$ cat src/rtl/multi_freq_counter.sv
// multi_freq_counter
// Multi-channel gated frequency counter. Each asynchronous pulse input is
// synchronised and its rising edges are counted over a common gate window of
// GATE_CYCLES clocks. At each window end all channels are latched together,
// with a one-cycle valid strobe and per-channel saturation flags.
//
// Ports:
//   clk         system clock
//   rst         asynchronous, active-high reset
//   freq        asynchronous pulse inputs, bit i = channel i
//   enable      measurement enable; low aborts a window and holds IDLE
//   continuous  1 = back-to-back windows, 0 = single-shot
//   start       single-shot trigger, only looked at in IDLE
//   frequency   latched edge counts, channel i at [i*WIDTH +: WIDTH]
//   overflow    latched per-channel saturation flag of the last window
//   valid       one-cycle strobe when frequency/overflow update
//   busy        high while a window is being measured
module multi_freq_counter #(
  parameter int CHANNELS    = 4,
  parameter int WIDTH       = 16,
  parameter int GATE_CYCLES = 100000
) (
  input  logic                      clk,
  input  logic                      rst,
  input  logic [CHANNELS-1:0]       freq,
  input  logic                      enable,
  input  logic                      continuous,
  input  logic                      start,
  output logic [CHANNELS*WIDTH-1:0] frequency,
  output logic [CHANNELS-1:0]       overflow,
  output logic                      valid,
  output logic                      busy
);

  localparam int GW = (GATE_CYCLES > 2) ? $clog2(GATE_CYCLES) : 1;
  localparam logic [GW-1:0]    GATE_LAST = GW'(GATE_CYCLES - 1);
  localparam logic [WIDTH-1:0] CNT_MAX   = {WIDTH{1'b1}};

  typedef enum logic [0:0] {
    IDLE    = 1'b0,
    MEASURE = 1'b1
  } state_t;

  // Saturating increment of a channel count.
  function automatic logic [WIDTH-1:0] sat_inc(input logic [WIDTH-1:0] v,
                                               input logic inc);
    if (v == CNT_MAX) begin
      sat_inc = CNT_MAX;
    end else begin
      sat_inc = v + {{(WIDTH-1){1'b0}}, inc};
    end
  endfunction

  state_t state, next_state;

  logic [CHANNELS-1:0]             sync1, sync2, prev;
  logic [CHANNELS-1:0]             rise;
  logic [GW-1:0]                   gate;
  logic [CHANNELS-1:0][WIDTH-1:0]  count;
  logic [CHANNELS-1:0][WIDTH-1:0]  sat_count;
  logic [CHANNELS-1:0]             ovf;
  logic [CHANNELS-1:0]             ovf_next;
  logic                            window_end;
  logic                            run;

  assign rise = sync2 & ~prev;

  // Two-flop synchroniser plus previous-value register, running in all states.
  always_ff @(posedge clk or posedge rst) begin
    if (rst) begin
      sync1 <= {CHANNELS{1'b0}};
      sync2 <= {CHANNELS{1'b0}};
      prev  <= {CHANNELS{1'b0}};
    end else begin
      sync1 <= freq;
      sync2 <= sync1;
      prev  <= sync2;
    end
  end

  // State register.
  always_ff @(posedge clk or posedge rst) begin
    if (rst) begin
      state <= IDLE;
    end else begin
      state <= next_state;
    end
  end

  // Next-state logic; an enable drop wins over a coincident window end so an
  // aborted window never produces a result.
  always_comb begin
    next_state = state;
    run        = 1'b0;
    window_end = 1'b0;
    case (state)
      IDLE: begin
        if (enable && (continuous || start)) begin
          next_state = MEASURE;
        end else begin
          next_state = IDLE;
        end
      end
      MEASURE: begin
        if (!enable) begin
          next_state = IDLE;
        end else begin
          run        = 1'b1;
          window_end = (gate == GATE_LAST);
          if (window_end && !continuous) begin
            next_state = IDLE;
          end else begin
            next_state = MEASURE;
          end
        end
      end
      default: begin
        next_state = IDLE;
      end
    endcase
  end

  // Final per-channel result including the edge seen in the window-end cycle,
  // so back-to-back windows neither drop nor double-count an edge.
  always_comb begin
    sat_count = '0;
    ovf_next  = '0;
    for (int i = 0; i < CHANNELS; i++) begin
      sat_count[i] = sat_inc(count[i], rise[i]);
      ovf_next[i]  = ovf[i] | ((count[i] == CNT_MAX) & rise[i]);
    end
  end

  // Gate and edge counters; held clear whenever no window is running and
  // restarted at every window end.
  always_ff @(posedge clk or posedge rst) begin
    if (rst) begin
      gate  <= '0;
      count <= '0;
      ovf   <= '0;
    end else if (!run || window_end) begin
      gate  <= '0;
      count <= '0;
      ovf   <= '0;
    end else begin
      gate  <= gate + GW'(1);
      count <= sat_count;
      ovf   <= ovf_next;
    end
  end

  // Registered outputs: results latch only at a completed window end.
  always_ff @(posedge clk or posedge rst) begin
    if (rst) begin
      frequency <= '0;
      overflow  <= '0;
      valid     <= 1'b0;
      busy      <= 1'b0;
    end else begin
      busy <= (next_state == MEASURE);
      if (window_end) begin
        frequency <= sat_count;
        overflow  <= ovf_next;
        valid     <= 1'b1;
      end else begin
        valid     <= 1'b0;
      end
    end
  end

endmodule

$ cat config.mk
export PLATFORM = sky130hd
export DESIGN_NAME = multi_freq_counter
export DESIGN_NICKNAME = d
export VERILOG_FILES = /design/src/rtl/multi_freq_counter.sv
export SDC_FILE = /design/constraint.sdc
export NUM_CORES = 1
export LEC_CHECK = 0
export BUFFER_PORTS_ARGS = -buffer_cell sky130_fd_sc_hd__buf_4
export CORE_ASPECT_RATIO = 0.7
export CORE_MARGIN = 3
export CORE_UTILIZATION = 58
export DETAILED_ROUTE_END_ITERATION = 10
export GPL_TIMING_DRIVEN = 1
export PLACE_DENSITY = 0.78
export SYNTH_ARGS = -nofsm -noshare
export SYNTH_HDL_FRONTEND = slang
export SYNTH_SLANG_ARGS = --single-unit
$ cat constraint.sdc
create_clock -name clk -period 6.5 [get_ports clk]
set_clock_uncertainty 0.2 [all_clocks]
set_input_delay 0.325 -clock clk [delete_from_list [all_inputs] [get_ports clk]]
set_output_delay 0.325 -clock clk [all_outputs]
set_load 0.1 [all_outputs]
==> results by group <==
Placement
  – Dpl cell area: approximately 8000 um^2
  – Placer Congestion: around 0.9
  – PortBufs: 78
  – Detailed placement HPWL: between 9 and 10 mm

Routing
  – Post-DR vias/cell: around 5.5
  – First drt pass iteration count: 5
  – ANT nets after route: 0
  – DRT iter0 DRCs: 274
  – Vias: ~5300
  – Residual DRC count: 0
  – Routed Wire Length: between 15 and 20 mm
  – DR WL/cell: around 16 um

Cells and area
  – Final net count: 819
  – Antenna diodes: 0
  – Layout cells sized above 1: 15.8%
  – Fin area: 8450 um^2
  – Multi-input logic area: about 2800 um^2
  – Area grow syn2layout: 17.8%
  – Most common cell after layout, fill and taps aside: dfrtp_1
  – Commonest cells after routing, fill and taps aside: dfrtp_1, nor2_1, nand2_1
  – Fillcell total: 900
  – Seq. cell area: ~4200 um^2

STA
  – Finish-stage setup viols: 0
  – Fmax: between 0.3 and 0.4 GHz
  – Setup TNS: 0 ns
  – Final cycle utilization of the critical path: approximately 47%
  – Rel. slew slack: roughly a fifth
  – Worst-margin pin slew: 1.20 ns
  – WHS: ~0.038 ns
  – RSZ-0062 raised after global routing: false
  – Post-route minimum period: 3.05 ns
  – Fin. max-slew vios: 0
  – Hold Vio Cnt, Final: 0

Global route
  – Total track usage: a little under a quarter
  – Largest net degree at the start of global routing: ~110
  – Vias in the first global route: around 5400
  – Grt ovf: 0
  – Initial antenna violation count: 0
  – First-pass GRT wire length: 25.5 mm

Critical path
  – Worst Setup Start Kind: register
  – CP arrival: around 3.1 ns
  – Worst Path Required: roughly 6.6 ns
  – Critical Path Max Stage Delay: approximately 0.8 ns
  – Worst-case reg-to-reg path depth: 7
  – WS Path Type: reg -> reg
  – CP max-delay cell: or2_4
  – CP Depth: 7
  – Critical Path Sink Type: register
  – Crit-path max FO: about 110
  – CP top delay family: simple AND/OR/NAND/NOR gates
  – Crit-path cells: ha_1 -> and4_1 -> nand4_1 -> or2_4 -> inv_2 -> nor2_1 -> a21oi_1
  – WP buf/inv: 1

Die
  – Die ar.: 13800 um^2
  – Initial core utilization: 60.3%
  – Die Y: 99.1 um
  – Num rows: 33
  – Chip Width: 139 um
  – Core area: around 12000 um^2
  – Io pins: ~80

Hold path
  – Hold/Removal Path Class: in -> reg
  – Hold path depth: 3

Outcome
  – Status: completed

Clock tree
  – Worst-Skew Late Latency: 0.42 ns
  – CTS tree: built
  – Sink Count: between 150 and 200
  – CTS Hold Bufs: 7
  – CTS clk-pin slew, worst paths: 0.06 ns
  – H-tree depth: 4
  – Max clock buf depth: 2
  – Postcts setup bufs: 0
  – CTS buffer count: 17
  – Post-CTS sizing: 0
  – Clock root buffer: clkbuf_16

Job
  – Max cap viols: 0

Synthesis
  – Syn avg cell area: roughly 10 um^2
  – EDFF count, synth: 0
  – Synth Warn #: 0
  – Synth top area share: roughly three fifths
  – Mapped cell area: ~7200 um^2
  – Post-synth net total: between 700 and 800
  – Largest area contributor in the netlist: dfrtp_1
  – Top FF cell, synth: dfrtp_1
  – Dominant cells by area after synthesis: dfrtp_1, nor2_1, nand2_1, xor2_1, xnor2_1
  – Cell count after synthesis: approximately 730
  – Yosys reg bits: around 170
  – Seq/Total Area, Yosys: about three fifths
  – Yosys cell types: 47
  – FFs w/ async S/R, synth: between 90% and 100%

Pwr
  – Sequential Power Share: slightly above 50%
  – Cell Pwr Density: between 200 and 250 nW/um^2
  – Total power: approximately 2.1 mW
  – Int Power: roughly 1.6 mW
  – Clock power frac: between 40% and 50%
  – Leakage power total: around 3.9 nW
  – Sw Pwr: 463 uW
  – Worst ir drop on vdd: 170 uV
  – Net Sw Frac: around 23%
  – Combinational Power Share: under 10%
[cells in the mapped netlist (10+ instances only)]
cell type  number
a21oi_1        24
buf_2          12
clkbuf_1       12
dfrtp_1       167
inv_1          11
nand2_1        83
nand3_1        32
nand4_1        16
nor2_1        154
nor3_1         14
nor4_1         10
o21ai_0        35
o21ai_1        22
xnor2_1        28
xor2_1         29
[kinds of logic (layout without fill, tap and decap cells)]
logic type / count (synthesis) / in the layout / synth area share (%)
simple gates: 355 / 355 / 23.1
flops: 167 / 167 / 58.2
compound gates: 92 / 92 / 6.82
xor+xnor: 57 / 57 / 6.96
buf+inv: 46 / 131 / 2.89
fa+ha+maj: 9 / 9 / 1.57
mux: 3 / 3 / 0.418
[final cells by class]
| class | count | share of cell area (%) |
|---|---|---|
| sequential | 167 | 49.4 |
| multi-input combinational | 516 | 33.1 |
| timing repair buffer | 87 | 7.93 |
| clock buffer | 18 | 5.08 |
| tap | 157 | 2.32 |
| clock inverter | 14 | 1.54 |
| inverter | 12 | 0.592 |
[per-layer routing]
layer	share of wire [%]	up-vias	GRT usage [%]
met5	0	-	0
met4	0.95	0	5.56
met3	4.5	19	5.58
met2	49	108	38.3
met1	45	2618	30.6
li1	-	2599	-
[tightest hold or removal path, stage by stage]
cell,delay [ns]
buf_4,0.13
nand2_1,0.10
nor2_1,0.06
[state kept, by name (all words and copies together), names as in the netlist, 4 cells and up]
signal	flops
ovf	4
overflow	4
sync1	4
count	64
prev	4
gate	17
frequency	64
sync2	4
[power by group through the flow]
stage               Clock (mW)  Combinational (mW)  Sequential [mW]
CTS                      0.957              0.0588             1.05
global placement             0              0.0530             1.07
finish                   0.943              0.0573             1.05
detailed placement           0              0.0549             1.07
floorplan                    0              0.0333             1.07
global route              1.00              0.0642             1.05
[through the flow]
stage	instances	worst slack, ns	utilization, %
finish	971	3.45	71.1
global route	971	3.14	71.1
CTS	971	3.46	71.1
detailed placement	932	3.46	65.8
global placement	932	3.69	65.8
floorplan	729	1.46	-
[final timing paths]
check | start | end | slack [ns]
worst max-delay path | gate[0] | frequency[7] | 3.45
worst min-delay path | enable | gate[4] | 0.04
worst max register to register | gate[0] | frequency[7] | 3.45
worst min register to register | sync1[3] | sync2[3] | 0.16
max in group asynchronous | rst | frequency[23] | 4.31
min in group asynchronous | rst | count[5] | 0.49
(Power assumes the default switching activity.)
